--- src/rtl/pipe_pkg.sv ---
// Shared pipeline definitions: hazard FSM state encoding, flush depth,
// register-index width and the NOP instruction word.
package pipe_pkg;

   localparam int          REG_W       = 5;
   localparam int          FLUSH_DEPTH = 2;
   localparam logic [31:0] NOP         = 32'hdc000000;

   typedef enum logic [1:0] {
      ST_RUN     = 2'd0,
      ST_FLUSH   = 2'd1,
      ST_MEMWAIT = 2'd2,
      ST_RSVD    = 2'd3
   } hz_state_t;

   localparam logic [1:0] FCNT_LOAD = 2'(FLUSH_DEPTH);

endpackage

--- src/rtl/ld_use_det.sv ---
// Load-use hazard detector: flags a decode-stage source that depends on
// the load currently in EX. Register 0 never creates a dependency.
module ld_use_det
   import pipe_pkg::*;
(
   input  logic             ex_load,
   input  logic [REG_W-1:0] ex_rd,
   input  logic [REG_W-1:0] id_rs,
   input  logic [REG_W-1:0] id_rt,
   input  logic             id_use_rs,
   input  logic             id_use_rt,
   output logic             hazard
);

   logic rs_hit;
   logic rt_hit;

   assign rs_hit = id_use_rs & (id_rs == ex_rd);
   assign rt_hit = id_use_rt & (id_rt == ex_rd);
   assign hazard = ex_load & (ex_rd != '0) & (rs_hit | rt_hit);

endmodule

--- src/rtl/hazard_ctrl.sv ---
// Pipeline hazard controller: memory-wait stall, jump flush sequencing and
// load-use bubbles. Optional performance counters via HAZ_PERF_CNT_EN.
module hazard_ctrl
   import pipe_pkg::*;
(
   input  logic             clk,
   input  logic             rstd,
   input  logic [1:0]       jon_d,
   input  logic             ex_load,
   input  logic [REG_W-1:0] ex_rd,
   input  logic [REG_W-1:0] id_rs,
   input  logic [REG_W-1:0] id_rt,
   input  logic             id_use_rs,
   input  logic             id_use_rt,
   input  logic             mem_req,
   input  logic             mem_ack,
   output logic             pc_en,
   output logic             fd_en,
   output logic             em_en,
   output logic             fd_flush,
   output logic             de_flush,
   output logic [1:0]       state,
   output logic [31:0]      stall_cycles,
   output logic [31:0]      flush_cycles
);

   hz_state_t  state_q, state_nx;
   logic [1:0] fcnt_q, fcnt_nx;
   logic       saved_q, saved_nx;   // 1 = MEMWAIT was entered from FLUSH
   logic       mem_wait;
   logic       ld_hazard;

   assign mem_wait = mem_req & ~mem_ack;
   assign state    = state_q;

   ld_use_det u_ld_use_det (
      .ex_load   (ex_load),
      .ex_rd     (ex_rd),
      .id_rs     (id_rs),
      .id_rt     (id_rt),
      .id_use_rs (id_use_rs),
      .id_use_rt (id_use_rt),
      .hazard    (ld_hazard)
   );

   always_ff @(posedge clk or negedge rstd) begin
      if (!rstd) begin
         state_q <= ST_RUN;
         fcnt_q  <= 2'd0;
         saved_q <= 1'b0;
      end else begin
         state_q <= state_nx;
         fcnt_q  <= fcnt_nx;
         saved_q <= saved_nx;
      end
   end

   always_comb begin
      state_nx = state_q;
      fcnt_nx  = fcnt_q;
      saved_nx = saved_q;
      pc_en    = 1'b1;
      fd_en    = 1'b1;
      em_en    = 1'b1;
      fd_flush = 1'b0;
      de_flush = 1'b0;

      case (state_q)
         ST_RUN: begin
            if (mem_wait) begin
               pc_en    = 1'b0;
               fd_en    = 1'b0;
               em_en    = 1'b0;
               state_nx = ST_MEMWAIT;
               saved_nx = 1'b0;
            end else if (jon_d[1]) begin
               fd_flush = 1'b1;
               state_nx = ST_FLUSH;
               fcnt_nx  = FCNT_LOAD;
            end else if (jon_d[0]) begin
               fd_flush = 1'b1;
            end else if (ld_hazard) begin
               pc_en    = 1'b0;
               fd_en    = 1'b0;
               de_flush = 1'b1;
            end
         end

         ST_FLUSH: begin
            if (mem_wait) begin
               pc_en    = 1'b0;
               fd_en    = 1'b0;
               em_en    = 1'b0;
               state_nx = ST_MEMWAIT;
               saved_nx = 1'b1;
            end else begin
               fd_flush = 1'b1;
               if (jon_d[1]) begin
                  fcnt_nx = FCNT_LOAD;
               end else begin
                  // A stray zero count also falls back to RUN.
                  fcnt_nx = (fcnt_q != 2'd0) ? fcnt_q - 2'd1 : 2'd0;
                  if (fcnt_q <= 2'd1) state_nx = ST_RUN;
               end
            end
         end

         ST_MEMWAIT: begin
            if (mem_ack) begin
               state_nx = saved_q ? ST_FLUSH : ST_RUN;
            end else begin
               pc_en = 1'b0;
               fd_en = 1'b0;
               em_en = 1'b0;
            end
         end

         default: begin
            pc_en    = 1'b0;
            fd_en    = 1'b0;
            em_en    = 1'b0;
            state_nx = ST_RUN;
         end
      endcase

      // Held in reset: freeze the pipe and keep NOPs in both latches.
      if (!rstd) begin
         pc_en    = 1'b0;
         fd_en    = 1'b0;
         em_en    = 1'b0;
         fd_flush = 1'b1;
         de_flush = 1'b1;
      end
   end

`ifdef HAZ_PERF_CNT_EN
   logic [31:0] stall_q;
   logic [31:0] flush_q;

   always_ff @(posedge clk or negedge rstd) begin
      if (!rstd) begin
         stall_q <= 32'd0;
         flush_q <= 32'd0;
      end else begin
         if (!pc_en)               stall_q <= stall_q + 32'd1;
         if (fd_flush | de_flush)  flush_q <= flush_q + 32'd1;
      end
   end

   assign stall_cycles = stall_q;
   assign flush_cycles = flush_q;
`else
   assign stall_cycles = 32'd0;
   assign flush_cycles = 32'd0;
`endif

endmodule

--- config.mk ---
export PLATFORM = sky130hd
export DESIGN_NAME = hazard_ctrl
export DESIGN_NICKNAME = d
export VERILOG_FILES = /design/src/rtl/pipe_pkg.sv /design/src/rtl/ld_use_det.sv /design/src/rtl/hazard_ctrl.sv
export SDC_FILE = /design/constraint.sdc
export NUM_CORES = 1
export LEC_CHECK = 0
export ABC_CLOCK_PERIOD_IN_PS = 2400
export CAP_MARGIN = 25
export CORE_MARGIN = 10
export CORE_UTILIZATION = 32
export DETAILED_ROUTE_END_ITERATION = 10
export MAX_ROUTING_LAYER = met4
export PLACE_DENSITY_LB_ADDON = 0.3
export SETUP_SLACK_MARGIN = 0.5
export SLEW_MARGIN = 40
export SYNTH_ARGS = -nofsm -noshare
export SYNTH_HDL_FRONTEND = slang
export SYNTH_SLANG_ARGS = --single-unit
--- constraint.sdc ---
create_clock -name clk -period 2.4 [get_ports clk]
set_clock_uncertainty 0.15 [all_clocks]
set_input_delay 0.36 -clock clk [delete_from_list [all_inputs] [get_ports clk]]
set_output_delay 0.36 -clock clk [all_outputs]
set_load 0.02 [all_outputs]
==> flow_summary.ini, run 1 <==
[run_status]
status = completed

[drt]
drc = 0
postRouteAntennaNets = 0
vias_per_cell = 3.795
dr.pass1.iters = 4
avgRoutedWirePerCell_um = 13.78
via_count = 721
drtIter0Drc = 6
routed_wirelength_mm = 2.619

[synthesis]
ys_seq_area_share_pct = 13.42
synth_cells = 113
yosys_warnings = 0
synth.largest_area_cell = buf_4
synth-edff-count = 0
syn_avg_cell_area_um2 = 8.249
synth_ff_type = dfrtp_1
synth_commonest_cells = 65 x buf_4, 9 x xor2_1, 5 x dfrtp_1
synth_most_common_cell = buf_4
synth_seq_cells = 5
synth_area_leaders = buf_4 52%, dfrtp_1 13%, xor2_1 8.5%
yosysTopAreaCellShare_pct = 52.35
synth.distinct_cells = 26
synthArstFlopShare_pct = 100.0
syn_area_um2 = 932.1

[critical_path]
ff2ff_setup_slack_ns = 0.79
worstPathCellList = buf_6, xor2_1, nor4_2, a32oi_2, o41ai_2, buf_4
required_ns = 1.89
worst_setup_path_end_kind = primary output
path_class = in2out
r2r-end = fcnt_q[1]$_DFFE_PN0P_
cpMaxStageDelayCell = o41ai_2
path_max_fanout = 2
cp-start-kind = input port
critPathArrivalTime_ns = 1.63
cpPeakStageDelay_ns = 0.34
rr_worst_depth = 4
r2r-start = state[1]$_DFFE_PN0P_

[place]
hpwl_mm = 2.285
place_ws_ns = -0.6538
port_buffers = 30
routabilityCongestion = 0.7827

[die]
rows = 19
dieArea_um2 = 5472
io_pins = 95
core_um2 = 2781
fp.dieH_um = 73.97
start_util_pct = 33.51
die_w_um = 73.97

[clock_network]
cts_sinks = 5
cts_hold_buf = 0
cts_buffer_depth = 2
cts_root_buffer = clkbuf_4
cts_tree = yes
numCtsBuffers = 3
cts-htree-levels = 1
clkTransAtPathRegs_ns = 0.04
clk_latency_ns = 0.24

[grt]
grt_pass1_wl_mm = 3.525
grt_antenna_before_repair = 0
grt_max_degree = 9
overflow = 0
grt_use_total_pct = 8.158
grt_pass1_vias = 764

[sta]
post-route-min-period_ns = 2.145
post-route-period-util_pct = 89.35
setup_ws_ns = 0.2555
maxSlewViolCount = 0
timing_hold_violations_final = 0
tns_ns = 0
max_freq_mhz = 466.3
setup_viol = 0
rsz0062_at_grt = yes

[run]
cap_violations = 0

[power]
power.leakage_nw = 0.6333
p_per_area_nw_per_um2 = 405.7
finalPower_uw = 487.3
peakVddDrop_mv = 0.2199

[finish]
synthToLayoutAreaGrowth_pct = 28.86
nNetsFinal = 184
drive_above_1_share_pct = 32.08
fillers = 291
n_antenna_cell = 0

[min_path]
hold_class = in2async
==> kinds of logic (layout without fill, tap and decap cells) <==
group | after synthesis | in the layout | share of synthesized area (%)
flip-flops | 5 | 5 | 13.42
buffers and inverters | 67 | 50 | 53.29
other | 1 | 64 | 0.4023
AO/OA/AOI/OAI | 14 | 14 | 12.08
AND/OR/NAND/NOR | 14 | 14 | 9.261
multiplexers | 1 | 1 | 1.208
XOR/XNOR | 11 | 11 | 10.34
==> sequential cells by signal, summed over array words and instances, names as in the netlist <==
register and count:
saved_q 1, state 2, fcnt_q 2
==> layout make-up <==
class,count,area [um^2],area share [%]
repair buffers,45,385.4,32.08
inverters,1,3.754,0.3125
multi-input cells,104,619.3,51.56
flip-flops and latches,5,127.6,10.62
well taps,31,38.79,3.229
clock buffers,4,26.28,2.188
==> what timing repair did <==
item / in CTS / in global routing
setup buffers: 1 / 2
setup endpoints to repair: 6 / 5
pin swaps: 15 / 9
resized for setup: 95 / 13
==> routing by layer <==
layer | up-vias | part of all wire (%) | GRT usage (%)
met1 | 331 | 35 | 7.997
li1 | 332 | - | -
met4 | 0 | 0 | 1.242
met3 | 0 | 12 | 2.527
met5 | - | 0 | -
met2 | 58 | 53 | 15.53
==> report_power, final <==
| group | total [mW] | internal, mW | switching [mW] |
|---|---|---|---|
| clock network | 0.0929 | 0.0626 | 0.0303 |
| registers | 0.120 | 0.103 | 0.0170 |
| logic | 0.274 | 0.102 | 0.173 |
==> per-stage QoR <==
stage | instance area, um^2 | hold slack [ns] | cells | utilization [%]
detailed placement | 1106 | 0.3542 | 183 | 39.77
global route | 1201 | 0.3438 | 190 | 43.18
floorplan | 1170 | -0.08559 | 176 | -
finish | 1201 | 0.3218 | 190 | 43.18
global placement | 1106 | 0.3326 | 183 | 39.77
CTS | 1160 | 0.3003 | 188 | 41.70
==> placed cells by master, fill, tap and decap left out, types with 3 or more instances in the layout <==
cell type        count
buf_2                4
buf_4               15
buf_6                8
clkbuf_2             3
clkbuf_4             3
clkdlybuf4s50_1      5
conb_1              64
dfrtp_1              3
dlygate4sd2_1        7
nand2b_1             3
o21ai_0              3
xor2_1               7
==> worst max-delay path, delay by kind of cell <==
family                 cells  cell delay, ns
buffers and inverters      2            0.29
AO/OA/AOI/OAI              2            0.51
XOR/XNOR                   1            0.15
AND/OR/NAND/NOR            1            0.32
==> how the worst max path moves through the flow <==
stage / startpoint / end / cells after the start
6_report: id_rt[3] / de_flush / 6
5_1_grt: ex_rd[3] / de_flush / 6
4_1_cts: id_rs[1] / de_flush / 6
3_5_place_dp: ex_rd[0] / de_flush / 6
3_3_place_gp: ex_rd[0] / de_flush / 6
2_1_floorplan: ex_rd[0] / pc_en / 5
No activity file was read; power rests on OpenSTA's default activity.
==> inputs of run 2 (changes only) <==
--- a/config.mk
+++ b/config.mk
@@ -7,7 +7,6 @@
 export LEC_CHECK = 0
 export ABC_CLOCK_PERIOD_IN_PS = 2400
 export CAP_MARGIN = 25
-export CORE_MARGIN = 10
 export CORE_UTILIZATION = 32
 export DETAILED_ROUTE_END_ITERATION = 10
 export MAX_ROUTING_LAYER = met4
==> run 2 against run 1 <==
Utilization rose by 1.6 points; sequential cell count did not move; via count fell by 1.2%; wire length fell by 34%; critical path type unchanged; critical endpoint unchanged; highest routed layer is now met4.
==> flow_summary.ini, run 2 (synthesized netlist as in run 1, its figures left out) <==
[power]
power.leakage_nw = 0.6659
peakVddDrop_mv = 0.2335
p_per_area_nw_per_um2 = 399.5

[sta]
post-route-min-period_ns = 2.160
max_freq_mhz = 463.1
setup_viol = 0
maxSlewViolCount = 0
post-route-period-util_pct = 89.98
tns_ns = 0
holdWs_ns = 0.2776
timing_hold_violations_final = 0
setup_ws_ns = 0.2404
rsz0062_at_grt = yes

[die]
fp.dieH_um = 55.97
start_util_pct = 33.80
io_pins = 95
dieArea_um2 = 3133
rows = 19
core_um2 = 2758
die_w_um = 55.97

[finish]
final_common_cell = conb_1
n_antenna_cell = 0
drive_above_1_share_pct = 32.08
fillers = 255
design_area_um2 = 1236
final_cells = 190
nNetsFinal = 184
mostFrequentLayoutCells = 64 x conb_1, 12 x buf_4, 11 x buf_6
synthToLayoutAreaGrowth_pct = 32.62

[clock_network]
cts_sinks = 5
clk_latency_ns = 0.24
cts_tree = yes
cts_root_buffer = clkbuf_4
numCtsBuffers = 3
cts_buffer_depth = 2
cts-htree-levels = 1
clkTransAtPathRegs_ns = 0.05

[place]
place_ws_ns = -0.6580
place_inst = 182
hpwl_mm = 1.390
place_area_um2 = 1099
routabilityCongestion = 0.7740
port_buffers = 30

[critical_path]
cp-start-kind = input port
r2r-start = state[1]$_DFFE_PN0P_
critPathArrivalTime_ns = 1.65
path_class = in2out
path_max_fanout = 2
required_ns = 1.89
cpMaxStageDelayCell = o41ai_2
rr_worst_depth = 5
r2r-end = fcnt_q[1]$_DFFE_PN0P_
crit_start = id_rt[4]
ff2ff_setup_slack_ns = 0.75
worstPathCellList = buf_6, xor2_2, nor4_2, a32oi_2, o41ai_2, buf_4
cpPeakStageDelay_ns = 0.35
crit_end = de_flush
worst_setup_path_end_kind = primary output

[grt]
grt_antenna_before_repair = 0
grt_pass1_wl_mm = 2.753
grt_max_degree = 9
grt_use_total_pct = 11.66
grt_pass1_vias = 647
overflow = 0

[drt]
dr.pass1.iters = 4
drtIter0Drc = 22
postRouteAntennaNets = 0
drc = 0
vias_per_cell = 3.747
routed_wirelength_mm = 1.736
avgRoutedWirePerCell_um = 9.137
via_count = 712

[run]
cap_violations = 0

[min_path]
hold_class = in2async

[run_status]
status = completed
==> run 2: final cells by class <==
cell class | count | area, um^2 | area share (%)
Clock buffer | 4 | 26.28 | 2.125
Inverter | 1 | 3.754 | 0.3036
Multi-Input combinational cell | 104 | 630.6 | 51.01
Sequential cell | 5 | 126.4 | 10.22
Tap cell | 31 | 38.79 | 3.138
Timing Repair Buffer | 45 | 410.4 | 33.20
==> run 2: routing by layer <==
metal	share of wire [%]	GRT usage [%]	vias up
li1	-	-	332
met1	33	10.52	320
met2	55	22.28	58
met3	12	3.256	2
met4	0.35	5.226	0
met5	0	-	-
==> run 2: what timing repair did <==
item                       4_1_cts  5_1_grt
setup endpoints to repair        5        7
setup buffers                    3        1
hold buffers                     0        0
pin swaps                       17        8
resized for setup               93       18
==> run 2: power breakdown <==
part | switching, mW | leakage, nW | internal [mW]
Clock | 0.0338 | 0.0150 | 0.0628
Combinational | 0.169 | 0.591 | 0.109
Sequential | 0.0169 | 0.0603 | 0.102
==> run 2: worst min-delay path by stage <==
stage / to / slack (ns) / cells after the start
after detailed placement: saved_q$_DFFE_PN0P_ / 0.37 / 1
final: state[0]$_DFFE_PN0P_ / 0.28 / 2
after floorplan: fcnt_q[0]$_DFFE_PN0P_ / -0.09 / 0
after global routing: state[0]$_DFFE_PN0P_ / 0.29 / 2
after global placement: fcnt_q[0]$_DFFE_PN0P_ / 0.33 / 2
after CTS: state[0]$_DFFE_PN0P_ / 0.27 / 2
==> run 2: critical path: cells and delay by family <==
kind,cells,cell delay (ns)
AOI/OAI and AO/OA,2,0.52
and+or+nand+nor,1,0.31
buffers and inverters,2,0.30
xor gates and xnor gates,1,0.16
==> run 2: metrics by stage <==
| stage | power, mW | utilization (%) |
|---|---|---|
| after floorplan | 0.3533 | - |
| after global placement | 0.3664 | 39.84 |
| after detailed placement | 0.3711 | 39.84 |
| after CTS | 0.4851 | 42.74 |
| after global routing | 0.5312 | 44.83 |
| final | 0.4938 | 44.83 |
==> inputs of run 3 (changes only) <==
--- a/config.mk
+++ b/config.mk
@@ -9,6 +9,7 @@
 export CAP_MARGIN = 25
 export CORE_UTILIZATION = 32
 export DETAILED_ROUTE_END_ITERATION = 10
+export GPL_ROUTABILITY_DRIVEN = 0
 export MAX_ROUTING_LAYER = met4
 export PLACE_DENSITY_LB_ADDON = 0.3
 export SETUP_SLACK_MARGIN = 0.5
==> results of run 3 <==
The final DEF is identical to that of run 2; final timing and power are the same.
